`src/rtl/zero_indices_sched.sv`:
```
// Shared zero-index enumeration scheduler: round-robin grant, then one beat per zero bit, lowest first.
// Optional feature macro: ZIS_LAST_EN adds the resp_last port (final beat of a request).
module zero_indices_sched #(
  parameter int W = 32,
  parameter int N = 4
) (
  input  logic                 clk,
  input  logic                 rst,
  input  logic [N-1:0]         req_valid,
  input  logic [N*W-1:0]       req_vector,
  output logic [N-1:0]         req_ready,
  output logic                 resp_valid,
  input  logic                 resp_ready,
  output logic [$clog2(W)-1:0] resp_index,
  output logic [$clog2(N)-1:0] resp_id,
`ifdef ZIS_LAST_EN
  output logic                 resp_last,
`endif
  output logic                 cmpl_valid,
  output logic [$clog2(N)-1:0] cmpl_id,
  output logic                 busy_r
);

  localparam int IW = $clog2(W);
  localparam int NW = $clog2(N);

  typedef enum logic {IDLE, ENUM} state_e;

  state_e        state_q, state_d;
  logic [NW-1:0] ptr_q, ptr_d;
  logic [NW-1:0] id_q, id_d;
  logic [W-1:0]  vector_q, vector_d;
  logic          cmpl_valid_q, cmpl_valid_d;
  logic [NW-1:0] cmpl_id_q, cmpl_id_d;

  logic          win_found;
  logic [NW-1:0] win_id;
  logic [W-1:0]  win_vector;
  logic [IW-1:0] low_idx;
  logic [W-1:0]  vec_set;

  // Round-robin search: first valid requester at or after ptr_q, wrapping at N.
  always_comb begin
    int cand;
    // NOTE: every always_comb output gets a default first so no path can infer a latch.
    win_found = 1'b0;
    win_id    = '0;
    cand      = 0;
    for (int k = 0; k < N; k++) begin
      cand = int'(ptr_q) + k;
      if (cand >= N) cand = cand - N;
      if (!win_found && req_valid[cand]) begin
        win_found = 1'b1;
        win_id    = NW'(cand);
      end
    end
  end

  assign win_vector = req_vector[int'(win_id)*W +: W];

  // Downward scan so the last hit is the lowest zero.
  always_comb begin
    low_idx = '0;
    for (int i = W - 1; i >= 0; i--) begin
      if (!vector_q[i]) low_idx = IW'(i);
    end
  end

  assign vec_set = vector_q | (W'(1) << low_idx);

  always_comb begin
    state_d      = state_q;
    ptr_d        = ptr_q;
    id_d         = id_q;
    vector_d     = vector_q;
    cmpl_valid_d = 1'b0;
    cmpl_id_d    = cmpl_id_q;
    unique case (state_q)
      IDLE: begin
        if (win_found) begin
          ptr_d    = (win_id == NW'(N - 1)) ? '0 : win_id + 1'b1;
          id_d     = win_id;
          vector_d = win_vector;
          // A fully occupied vector has nothing to report: complete without any beat.
          if (&win_vector) begin
            cmpl_valid_d = 1'b1;
            cmpl_id_d    = win_id;
          end else begin
            state_d = ENUM;
          end
        end
      end
      ENUM: begin
        if (resp_ready) begin
          vector_d = vec_set;
          if (&vec_set) begin
            state_d      = IDLE;
            cmpl_valid_d = 1'b1;
            cmpl_id_d    = id_q;
          end
        end
      end
    endcase
  end

  // NOTE: sequential state uses non-blocking assignments so every flop samples pre-edge values.
  always_ff @(posedge clk or posedge rst) begin
    if (rst) begin
      state_q      <= IDLE;
      ptr_q        <= '0;
      id_q         <= '0;
      vector_q     <= '0;
      cmpl_valid_q <= 1'b0;
      cmpl_id_q    <= '0;
    end else begin
      state_q      <= state_d;
      ptr_q        <= ptr_d;
      id_q         <= id_d;
      vector_q     <= vector_d;
      cmpl_valid_q <= cmpl_valid_d;
      cmpl_id_q    <= cmpl_id_d;
    end
  end

  always_comb begin
    req_ready = '0;
    if (state_q == IDLE && win_found) req_ready[win_id] = 1'b1;
  end

  assign busy_r     = (state_q == ENUM);
  assign resp_valid = busy_r;
  assign resp_index = busy_r ? low_idx : '0;
  assign resp_id    = busy_r ? id_q : '0;
  assign cmpl_valid = cmpl_valid_q;
  assign cmpl_id    = cmpl_id_q;

`ifdef ZIS_LAST_EN
  logic [W-1:0] zeros;
  assign zeros     = ~vector_q;
  // One-hot test on the remaining zeros: exactly one left means this beat is the last.
  assign resp_last = busy_r && (zeros != '0) && ((zeros & (zeros - 1'b1)) == '0);
`endif

endmodule

```
`config.mk`:
```
export PLATFORM = sky130hd
export DESIGN_NAME = zero_indices_sched
export DESIGN_NICKNAME = d
export VERILOG_FILES = /design/src/rtl/zero_indices_sched.sv
export SDC_FILE = /design/constraint.sdc
export NUM_CORES = 1
export LEC_CHECK = 0
export BUFFER_PORTS_ARGS = -buffer_cell sky130_fd_sc_hd__buf_2
export CAP_MARGIN = 25
export CORE_ASPECT_RATIO = 0.75
export CORE_MARGIN = 2
export CORE_UTILIZATION = 40
export CTS_CLUSTER_DIAMETER = 200
export DETAILED_ROUTE_END_ITERATION = 12
export HOLD_SLACK_MARGIN = 0.03
export PLACE_DENSITY = 0.67
export SLEW_MARGIN = 0
export SYNTH_ARGS = -nofsm -noshare
export SYNTH_HDL_FRONTEND = slang
export SYNTH_SLANG_ARGS = --single-unit
```
`constraint.sdc`:
```
create_clock -name clk -period 8.4 [get_ports clk]
set_input_delay 0.42 -clock clk [delete_from_list [all_inputs] [get_ports clk]]
set_output_delay 0.42 -clock clk [all_outputs]
set_load 0.02 [all_outputs]
```
### After elaboration in Yosys (flattened, before gate mapping)

Cells that the tools add are included.

* output and inout bits: 16
* logic and storage cells: 126
* input bits: 135
* register bits after elaboration: 40

* shifts and indexed selects: 2
* $lt $le $gt $ge: 10
* bitwise gates (word level): 2
* reduce and logical (&&, ||, !) cells: 13
* equal/unequal tests: 5
* $add $sub $neg: 8
* muxes and demuxes: 80

Operators with widths (count)
* 2-to-1 mux 32 bit: 6
* 2-to-1 mux 5 bit: 33
* less-than comparator 32 x 4 -> 1 bit, second input constant: 4
* variable part select 128 x 8 -> 32 bit: 1
* one-hot mux 32 bit (2 select lines): 1
* AND reduction 32 bit: 2
* bitwise OR 32 bit: 1
* << shifter 1 x 5 -> 32 bit, first input constant: 1
* 2-to-1 mux 1 bit: 21
* 2-to-1 mux 2 bit: 10
* subtractor 3 x 3 -> 4 bit, second input constant: 3
* >= comparator 3 bit, second input constant: 3
* binary-select mux 1 bit (select 2 bit): 4
* adder 2 x 2 -> 3 bit, second input constant: 2
* != test 2 bit, second input constant: 3
* logical AND 1 bit: 5
* 2-to-1 mux 4 bit: 1
* one-hot mux 1 bit (2 select lines): 2
* one-hot mux 2 bit (2 select lines): 1
* AND reduction 2 bit: 2
* AND reduction 4 bit: 1
* subtractor 2 x 3 -> 4 bit, second input constant: 1
* adder 2 x 1 -> 3 bit, second input constant: 1
* >= comparator 2 x 3 -> 1 bit, second input constant: 1
* other kinds (8): 10

### Longest topological paths before layout

* depth in word-level cells: 38
* gate-level depth with buffers: 12

### Worst setup path before layout

Ideal clock, no wire load.

* kind: register -> register
* start point: register vector_q[30]
* end point: register cmpl_id_q[0] (netlist: cmpl_id[0])
* setup slack: 5.495 ns
* period minus slack after synthesis: 2.905 ns
* arrival: 2.836 ns
* data required time: 8.331 ns
* stages on the path, launching flop included: 11
* path through: dfrtp_1 nor2b_1 o221ai_1 nand4_1 a21o_1 a31o_2 a211o_1 a22o_1 or3_1 or4b_1 nand3_1

* longest elaborated chain between the ends: 36

Ends and longest elaborated chain
* from (decl): RTL line 32 `logic [W-1:0] vector_q, vector_d;`
* from (signal assigned): RTL line 119 `vector_q <= vector_d;`
* 2-to-1 mux 5 bit (31 in series): RTL line 65 `if (!vector_q[i]) low_idx = IW'(i);`
* << shifter 1 x 5 -> 32 bit: RTL line 69 `assign vec_set = vector_q | (W'(1) << low_idx);`
* bitwise OR 32 bit (*): RTL line 69
* AND reduction 32 bit (*): RTL line 96 `if (&vec_set) begin`
* != test 2 x 1 -> 1 bit (no line) (*)
* AND reduction 4 bit (no line) (*)
* to (signal assigned): RTL line 121 `cmpl_id_q <= cmpl_id_d;`
* to (decl): RTL line 34 `logic [NW-1:0] cmpl_id_q, cmpl_id_d;`

Mark *: on every way between the ends. The rest lies on a longest branch, timed or not.
A chain may end at the register's enable or synchronous reset.

### Worst setup path in the final report

* start point: register vector_q[0]
* end point: register cmpl_id_q[0] (netlist: cmpl_id[0])

* longest elaborated chain between the ends: 6

Ends and longest elaborated chain (RTL line)
* 2-to-1 mux 5 bit: 65
* << shifter 1 x 5 -> 32 bit: 69
* bitwise OR 32 bit (*): 69
* AND reduction 32 bit (*): 96
* != test 2 x 1 -> 1 bit (no line) (*)
* AND reduction 4 bit (no line) (*)

Marks and branches as above.

==> qor.csv <==
stage;metric;value;unit
run_status;status;complete, no violations;
sta;headroom to the max-slew limit;45.8;%
clocking;PostCTS Resize Cnt;0;
floorplanning;Starting Density;41.5;%
synthesis;Synth area leader;dfrtp_1;
placement;Port Buffers;150;
detailed_routing;initial DRC count;470;
critical_path;critical path's largest stage delay;580;ps
synthesis;syn_nets;673;
synthesis;top cell type's share of synthesized area;23.3;%
synthesis;Yosys reg bits;40;
synthesis;Post-Synthesis Cells;534;
synthesis;Post-synth EDFFs;0;
clocking;Clock Sinks;40;
critical_path;worst setup path class;register to register;
sta;final hold vios;0;
critical_path;WP data required;8620;ps
final_layout;design area;5310;sq um
detailed_routing;DRC;0;
final_layout;Filler cells;1045;
critical_path;critical path endpoint category;register;
detailed_routing;Post-DRT Antenna Nets;0;
final_layout;fraction of final layout cells sized beyond drive strength 1;32.7;%
global_route;vias in the first global route;4917;
final_layout;Storage cell area;1000;sq um
detailed_routing;via density per instance;6.20;
sta;Setup TNS;0;ps
clocking;Max clock buf depth;2;
critical_path;WP data arrival;4210;ps
detailed_routing;DRT Pass-1 Iters;5;
synthesis;ys async rst share;100;%
detailed_routing;WL/cell;22.3;um
floorplanning;Die Width;124;um
global_route;largest net degree at the start of global routing;70;
final_layout;Area growth syn-to-layout;23.4;%
synthesis;Seq/Total Area, Yosys;23.3;%
synthesis;synthesized cell area;4300;sq um
final_layout;Multi-input gate area;3090;sq um
final_layout;# diodes;0;
synthesis;most frequent cell after synthesis;a21oi_1;
power;Lkg Pwr;2.37;nW
synthesis;top_reg_cell synth;dfrtp_1;
critical_path;critical-path cell list;nand4_1 -> nor3_2 -> nand4_1 -> nor2_1 -> o221a_2 -> o211ai_1 -> nor4b_1 -> nand4_1 -> or4b_1 -> nand3_1;
critical_path;Startpoint Class;register;
sta;worst slew pin tran;807;ps
final_layout;final core occ;51.2;%
power;post-layout power;0.00142;W
power;Max VDD drop;0.000111;V
hold_path;worst min-delay path category;input port to asynchronous set/reset pin;
clocking;TritonCTS clock tree;yes;
detailed_routing;drt total wl;17.9;mm
critical_path;Worst path most repeated cell;nand4_1;
floorplanning;core area;10400;sq um
final_layout;Final Net Count;804;
global_route;Total Routing Usage GR;31.8;%
clocking;clk slew on worst S/H paths;60;ps
floorplanning;IO Count;151;
floorplanning;Chip Height;93.8;um
power;PwrDens;267;nW/um^2
synthesis;YS warnings;0;
global_route;initial antenna violation count;0;
detailed_routing;via count;4975;
sta;final setup vio count;0;
sta;skew final;4.70;ps
placement;placed instance area;5130;sq um
sta;Final Slew Violations;0;
sta;final worst path period need;3980;ps
critical_path;critical path fanouts, max;13;
critical_path;CP max stage cell;or4b_1;
clocking;CTS Buf Count;5;
clocking;clock root buffer;clkbuf_16;
clocking;postcts setup bufs;0;
sta;RSZ-0062 raised after global routing;no;
flow_run;Max Cap Violations;0;
synthesis;Area contributors post-synth;dfrtp_1 23%, mux2i_1 15%, mux2_2 8.6%;
sta;Max Fclk;0.251;GHz
placement;GPL Wtd Cong;1.02;
floorplanning;Die ar.;11600;sq um
placement;post-DP HPWL;14.3;mm
sta;WHS;267;ps
global_route;first-pass GRT wire length;27.6;mm
global_route;grt ovf;0;
clocking;clk_lat worst skew;290;ps
synthesis;synth cell count leaders;73 x a21oi_1, 64 x mux2i_1, 44 x nand2_1, 40 x dfrtp_1, 34 x o21ai_0;
floorplanning;row count;32;
clocking;H-tree Lvls;2;
sta;period utilisation layout;47.4;%
synthesis;Netlist cell types;63;
synthesis;syn_area_per_cell;8.05;sq um
clocking;Hold Buf Count CTS;0;
cells by family after synthesis:
logic type / share of synthesized area, %
AND/OR/NAND/NOR: 20.0
multiplexers: 23.5
AO/OA/AOI/OAI: 26.6
adder cells (fa/ha/maj): 1.40
flip-flops: 23.3
buffers and inverters: 5.24
layer usage:
metal,track usage (%),part of all wire [%],vias up
li1,-,-,2300
met1,42.8,43,2370
met2,51.8,45,272
met3,6.92,9.7,33
met4,7.39,2.0,0
met5,0,0,-
power breakdown:
part           internal [W]  total, W  switching [W]
Sequential         0.000221  0.000289      0.0000682
Clock              0.000119  0.000200      0.0000818
Combinational      0.000289  0.000926       0.000637
Total              0.000629   0.00142       0.000787
cell usage in the layout (no fill, tap or decap), types with 3 or more instances in the layout:
cell and n:
clkbuf_16 5, dfrtp_1 40, mux2_2 33, or2_2 3, a31oi_1 9, nor3_1 9, nand3_1 14, inv_1 20
nor2_1 20, nand4_1 18, a31o_2 3, o31ai_1 3, o21ai_0 34, nand2b_1 8, buf_4 6, mux2i_1 64
a21o_1 3, a21oi_1 73, buf_2 150, nor4_1 11, ha_1 4, nand2_1 44, a211o_1 5, and4_1 5
and3_1 8, nor4b_1 4, o211ai_1 3, a211oi_1 8, and2_1 7
registers in the layout, summed over array words and instances, names as in the netlist:
name,cells
busy_r,1
id_q,2
vector_q,32
cmpl_id,2
ptr_q,2
cmpl_valid,1
path summary, 6_finish.rpt:
path	start	end	slack [ps]	depth (start not counted)
worst max-delay path	vector_q[0]	cmpl_id[0]	4420	10
worst min-delay path	rst	id_q[1]	270	3
worst max register to register	vector_q[0]	cmpl_id[0]	4420	10
worst min register to register	id_q[0]	id_q[0]	490	2
max in group asynchronous	rst	vector_q[14]	7750	3
min in group clk	id_q[0]	id_q[0]	490	2
critical path, delay by kind of cell (launching register included):
family / cells / cell delay [ps]
simple gates: 8 / 3020
compound gates: 2 / 330
flops: 1 / 560
cell type report:
type,count,share of cell area [%]
sequential,40,18.9
multi-input combinational,441,58.2
tap,136,3.21
clock buffer,7,2.69
clock inverter,1,0.141
inverter,20,1.41
timing repair buffer,157,15.5
per-stage QoR:
stage               instances  setup WS (ps)
CTS                       801           4650
global placement          793           4580
detailed placement        793           4490
floorplan                 534           5490
global route              802           4290
finish                    802           4420
Power figures use the tool's default switching activity.
